<file path="src/rtl/sw_input_port.sv">
// Push-button input port: synchronises and debounces a button, captures the switch
// bank on each clean press and holds it for the CPU until the read is acknowledged.
module sw_input_port #(
  parameter int DEBOUNCE_CYCLES = 4,
  parameter int DATA_W          = 8
) (
  input  logic              clk,
  input  logic              reset,
  input  logic              button_in,
  input  logic [DATA_W-1:0] sw_in,
  input  logic              in_ack,
  output logic              ready_out,
  output logic [DATA_W-1:0] data_out,
  output logic              overrun_out
);

  localparam int CNT_W = (DEBOUNCE_CYCLES < 2) ? 1 : $clog2(DEBOUNCE_CYCLES + 1);
  localparam logic [CNT_W-1:0] CNT_LAST = CNT_W'(DEBOUNCE_CYCLES - 1);

  typedef enum logic [1:0] {
    IDLE    = 2'd0,
    READY   = 2'd1,
    RELEASE = 2'd2
  } state_t;

  logic              r_btn_s1;
  logic              r_btn_s2;
  logic [DATA_W-1:0] r_sw_s1;
  logic [DATA_W-1:0] r_sw_s2;
  logic [CNT_W-1:0]  r_cnt;
  logic              r_deb;
  logic              r_deb_d;
  state_t            r_state;
  logic              r_ready;
  logic [DATA_W-1:0] r_data;
  logic              r_ovr;
  logic              w_press;

  // Two-flop synchronisers for the button and every switch bit
  always_ff @(posedge clk or posedge reset) begin
    if (reset) begin
      r_btn_s1 <= 1'b0;
      r_btn_s2 <= 1'b0;
      r_sw_s1  <= '0;
      r_sw_s2  <= '0;
    end else begin
      r_btn_s1 <= button_in;
      r_btn_s2 <= r_btn_s1;
      r_sw_s1  <= sw_in;
      r_sw_s2  <= r_sw_s1;
    end
  end

  // Debounced level flips on the edge where the mismatch run reaches DEBOUNCE_CYCLES
  always_ff @(posedge clk or posedge reset) begin
    if (reset) begin
      r_cnt   <= '0;
      r_deb   <= 1'b0;
      r_deb_d <= 1'b0;
    end else begin
      r_deb_d <= r_deb;
      if (r_btn_s2 != r_deb) begin
        if (r_cnt == CNT_LAST) begin
          r_deb <= ~r_deb;
          r_cnt <= '0;
        end else begin
          r_cnt <= r_cnt + 1'b1;
        end
      end else begin
        r_cnt <= '0;
      end
    end
  end

  assign w_press = r_deb & ~r_deb_d;

  // Handshake FSM; RELEASE keeps a still-held button from re-capturing after an ack
  always_ff @(posedge clk or posedge reset) begin
    if (reset) begin
      r_state <= IDLE;
      r_ready <= 1'b0;
      r_data  <= '0;
      r_ovr   <= 1'b0;
    end else begin
      case (r_state)
        IDLE: begin
          if (w_press) begin
            r_data  <= r_sw_s2;
            r_ready <= 1'b1;
            r_state <= READY;
          end
        end
        READY: begin
          if (w_press) begin
            r_ovr <= 1'b1;
          end
          if (in_ack) begin
            r_ready <= 1'b0;
            r_state <= r_deb ? RELEASE : IDLE;
          end
        end
        RELEASE: begin
          if (!r_deb) begin
            r_state <= IDLE;
          end
        end
        default: begin
          r_state <= IDLE;
          r_ready <= 1'b0;
        end
      endcase
    end
  end

  assign ready_out   = r_ready;
  assign data_out    = r_data;
  assign overrun_out = r_ovr;

endmodule
</file>
<file path="config.mk">
export PLATFORM = sky130hd
export DESIGN_NAME = sw_input_port
export DESIGN_NICKNAME = d
export VERILOG_FILES = /design/src/rtl/sw_input_port.sv
export SDC_FILE = /design/constraint.sdc
export NUM_CORES = 1
export LEC_CHECK = 0
export BUFFER_PORTS_ARGS = -buffer_cell sky130_fd_sc_hd__buf_2
export CAP_MARGIN = 20
export CORE_MARGIN = 3
export CORE_UTILIZATION = 30
export CTS_CLUSTER_SIZE = 10
export DETAILED_ROUTE_END_ITERATION = 8
export SETUP_SLACK_MARGIN = 0.05
export SYNTH_ARGS = -nofsm -noshare
export SYNTH_HDL_FRONTEND = slang
export SYNTH_SLANG_ARGS = --single-unit
</file>
<file path="constraint.sdc">
create_clock -name clk -period 2.1 [get_ports clk]
set_clock_uncertainty 0.2 [all_clocks]
set_input_delay 0.63 -clock clk [delete_from_list [all_inputs] [get_ports clk]]
set_output_delay 0.63 -clock clk [all_outputs]
set_load 0.01 [all_outputs]
</file>
# ---- After elaboration in Yosys (flattened, before gate mapping)
# Cells that the tools add are included.
# Widths: inputs -> output; s select.
dict set report classes {
  addsub 1
  eq_ne 7
  mux 10
  bitwise 4
  n_reduce_logical 6
}
# op n
set op_table {}
lappend op_table {{$mux 2} 4}
lappend op_table {{$mux 3} 2}
lappend op_table {{$ne 2x2->1 const B} 3}
lappend op_table {{$pmux 2 s3} 1}
lappend op_table {{$reduce_and 2->1} 3}
lappend op_table {{$reduce_and 3->1} 2}
lappend op_table {{$add 3x1->3 const B} 1}
lappend op_table {{$eq 3x2->1 const B} 1}
lappend op_table {{$not 1->1} 3}
lappend op_table {{$pmux 1 s3} 1}
lappend op_table {{$eq 2x1->1 const B} 1}
lappend op_table {{$eq 2x2->1 const B} 1}
lappend op_table {{$logic_not 2->1} 1}
lappend op_table {{$mux 1} 2}
lappend op_table {{$and 1x1->1} 1}
lappend op_table {{$ne 1x1->1} 1}
dict set report word_totals {
  regBits 35
  inputBits 12
  output_inout_bits 10
  word_cells 39
}

# ---- Depth between registers and ports, before layout
dict set report logic_depth {
  ltp_word 4
  depth_mapped 3
  ltp_nobuf 3
}

# ---- Worst setup path after synthesis
# Ideal clock, no wire load.
dict set report synth_path {
  kind {reg2reg}
  startpoint {reg r_state[1]}
  endpoint {reg r_data[0] (netlist: data_out[0])}
  setup_time_ps 125
  arrival_time_ps 1290
  required_time_ps 1775
  path_slack_ps 485
  stages_incl_launch_ff 3
  n_path_buf 0
  synth_period_minus_slack_ps 1615
  path_cell_list {dfrtp_1 nor4b_4 mux2_2}
}
dict set report synth_between {
  elab_chain_cells 2
}
# element line_no
set synth_lines {}
lappend synth_lines {{start: declaration} 33} ;# state_t r_state;
lappend synth_lines {{start signal: assignment} 99} ;# r_state <= r_deb ? RELEASE : IDLE;
lappend synth_lines {{$logic_not 2->1} 85} ;# case (r_state)
lappend synth_lines {{$reduce_and 2->1 (no line)} --}
lappend synth_lines {{end signal: assignment} 88} ;# r_data <= r_sw_s2;
lappend synth_lines {{end: declaration} 35} ;# logic [DATA_W-1:0] r_data;
# Every way passes these cells.
# A chain may end at the register's enable or synchronous reset.

# ---- Final worst setup path
dict set report layout_path {
  startpoint {reg r_state[0]}
  endpoint {reg r_data[5] (netlist: data_out[5])}
}
# The elaborated chain is that of the path after synthesis.

==> results_dict.tcl <==
set metrics [dict create \
    synth-seq-cells 35 \
    routedWlPerCell_um 11.2 \
    synth_cell_types 19 \
    fin_crit_sh_pct 84.3 \
    n_fill_cell 341 \
    finalSetupViolCount 0 \
    grt_start_max_net_pins 36 \
    antenna_found_initial 0 \
    multi_input_area_um2 248 \
    synth.avg_cell_area_um2 18.2 \
    synthToLayoutAreaGrowth_pct 25.1 \
    syn_inst 62 \
    initial_utilization_pct 32.5 \
    crit_arrival_ps 1730 \
    layout.nets 104 \
    async_reset_ff_share_pct 100 \
    ys_warn_count 0 \
    ir_drop_v 0.000769 \
    slew_violations 0 \
    synth_top_cells_by_area "dfrtp_1, mux2_2, nor4b_4" \
    cts_resized 0 \
    reg2reg_depth 2 \
    post-route-min-period_ps 1770 \
    worst-slew-pin-transition_ps 595 \
    path_class "reg2reg" \
    synth_top_area_cell "dfrtp_1" \
    vias 573 \
    fin_setup_tns_ps 0 \
    syn_nets 75 \
    die_x_um 67.3 \
    relSlewSlack_pct 60.2 \
    drtIter0Drc 13 \
    synth.most_common_cell "dfrtp_1" \
    clk_latency_ps 280 \
    place_hpwl_um 1060 \
    placementRows 21 \
    synthesis.area_um2 1130 \
    cts_tree "built" \
    cts_setup_buffers 0 \
    cts_root_buf "clkbuf_8" \
    yosysSeqAreaShare_pct 77.7 \
    grt_first_pass_wirelength_um 2680 \
    yosys.area.top_type_share_pct 77.7 \
    grt-ovfl-total 0 \
    cp-end-kind "register" \
    max_cap_viol_count 0 \
    grt_use_total_pct 8.37 \
    first_pass_iters 2 \
    cts_buffers 5 \
    portBuffers 21 \
    avgViaCountPerCell 4.15 \
    cts_max_level 2 \
    fmax_ghz 0.565 \
    power.density_nw_per_um2 1400 \
    boundaryPins 22 \
    synth_common_cells "dfrtp_1, mux2_2, nor3b_1" \
    regArea_um2 876 \
    drc 0 \
    rsz0062_at_grt "false" \
    worstPathRequired_ps 2060 \
    die_h_um 67.3 \
    clk_pin_slew_worst_paths_ps 80 \
    core_um2 3470 \
    hold_buffers 0 \
    synth-edff-count 0 \
    leakagePower_nw 0.649 \
    cts.path.max_buffers 2 \
    finish.utilization_pct 40.7 \
    wl_um 1540 \
    whs_path_depth 0 \
    clock_sinks 35 \
    critPathMaxFanout 9 \
    status "completed" \
    hold_viol 0 \
    hp-class "reg2reg" \
    startpoint_type "register" \
    final_antenna_net_count 0 \
    synth_ff_type "dfrtp_1" \
    drive_gt1_share_pct 47.8 \
    grt_pass1_vias 570 \
    die-area_um2 4530 \
    gp_congestion 0.631 \
    antennaDiodeCount 0 \
]
==> layer usage <==
metal	global-route usage, %	part of all wire [%]	up-vias
met1	10.1	44	281
met3	3.83	6.6	5
met4	5.32	2.3	0
met2	12.0	47	14
li1	-	-	273
met5	0	0	-
==> cell type report <==
cell class / count / area share (%)
clock buffers: 5 / 4.88
clock inverters: 3 / 3.11
inverters: 1 / 0.266
multi-input cells: 26 / 17.6
flip-flops and latches: 35 / 62.1
well taps: 46 / 4.08
repair buffers: 22 / 7.99
==> metrics by stage <==
step	total power (W)	instance area, um^2	hold WS [ps]	cells	setup slack [ps]
2_1_floorplan	0.00125	1130	131	62	485
3_3_place_gp	0.00140	1300	132	130	353
3_5_place_dp	0.00143	1300	137	130	303
4_1_cts	0.00202	1410	149	138	294
5_1_grt	0.00211	1410	156	138	206
6_report	0.00198	1410	143	138	330
==> flip-flops by register name, summed over array words and instances (netlist names) <==
signal       flops
data_out         8
r_sw_s1          8
r_sw_s2          8
r_cnt            3
r_state          2
overrun_out      1
r_btn_s1         1
r_btn_s2         1
r_deb            1
r_deb_d          1
ready_out        1
==> power by group <==
part           internal (W)  switching [W]  total (W)
registers          0.000837       0.000110   0.000947
clock network      0.000353       0.000232   0.000585
logic              0.000259       0.000189   0.000448
==> critical path, stage by stage, from the launching register on <==
cell,delay (ps)
dfrtp_1,460
nor4b_4,590
mux2_2,400
==> final timing paths <==
path	from	endpoint	slack (ps)
max	r_state[0]$_DFFE_PP0P_	data_out[5]$_DFFE_PP0P_	330
min	r_sw_s1[0]$_DFF_PP0_	r_sw_s2[0]$_DFF_PP0_	140
max reg2reg	r_state[0]$_DFFE_PP0P_	data_out[5]$_DFFE_PP0P_	330
min reg2reg	r_sw_s1[0]$_DFF_PP0_	r_sw_s2[0]$_DFF_PP0_	140
max in group asynchronous	reset	r_cnt[0]$_DFF_PP0_	1160
min in group asynchronous	reset	r_sw_s1[7]$_DFF_PP0_	230
==> kinds of logic after synthesis <==
group           Yosys count  share of synthesized area (%)
compound gates            4                           2.33
flops                    35                           77.7
simple gates             11                           8.77
buf+inv                   1                          0.333
mux                       9                           8.99
fa+ha+maj                 1                           1.11
xor+xnor                  1                          0.777
==> cells in the final DEF, fill, tap and decap left out <==
cell type,Yosys,routed
clkinv_4,0,1
nor3b_1,2,2
nand3b_1,1,1
inv_1,1,1
nor3_1,1,1
xnor2_1,1,1
nor2b_1,1,1
buf_2,0,21
buf_4,0,1
nand2b_1,1,1
a21oi_1,1,1
or3b_2,1,1
a21boi_0,1,1
a21o_2,1,1
or2_2,1,1
bufinv_16,0,1
clkinv_2,0,1
dfrtp_1,35,35
nor4b_4,1,1
ha_1,1,1
clkbuf_8,0,5
o21ai_0,1,1
and4bb_2,1,1
or2b_1,1,1
mux2_2,9,9
No activity file was read; power rests on OpenSTA's default activity.
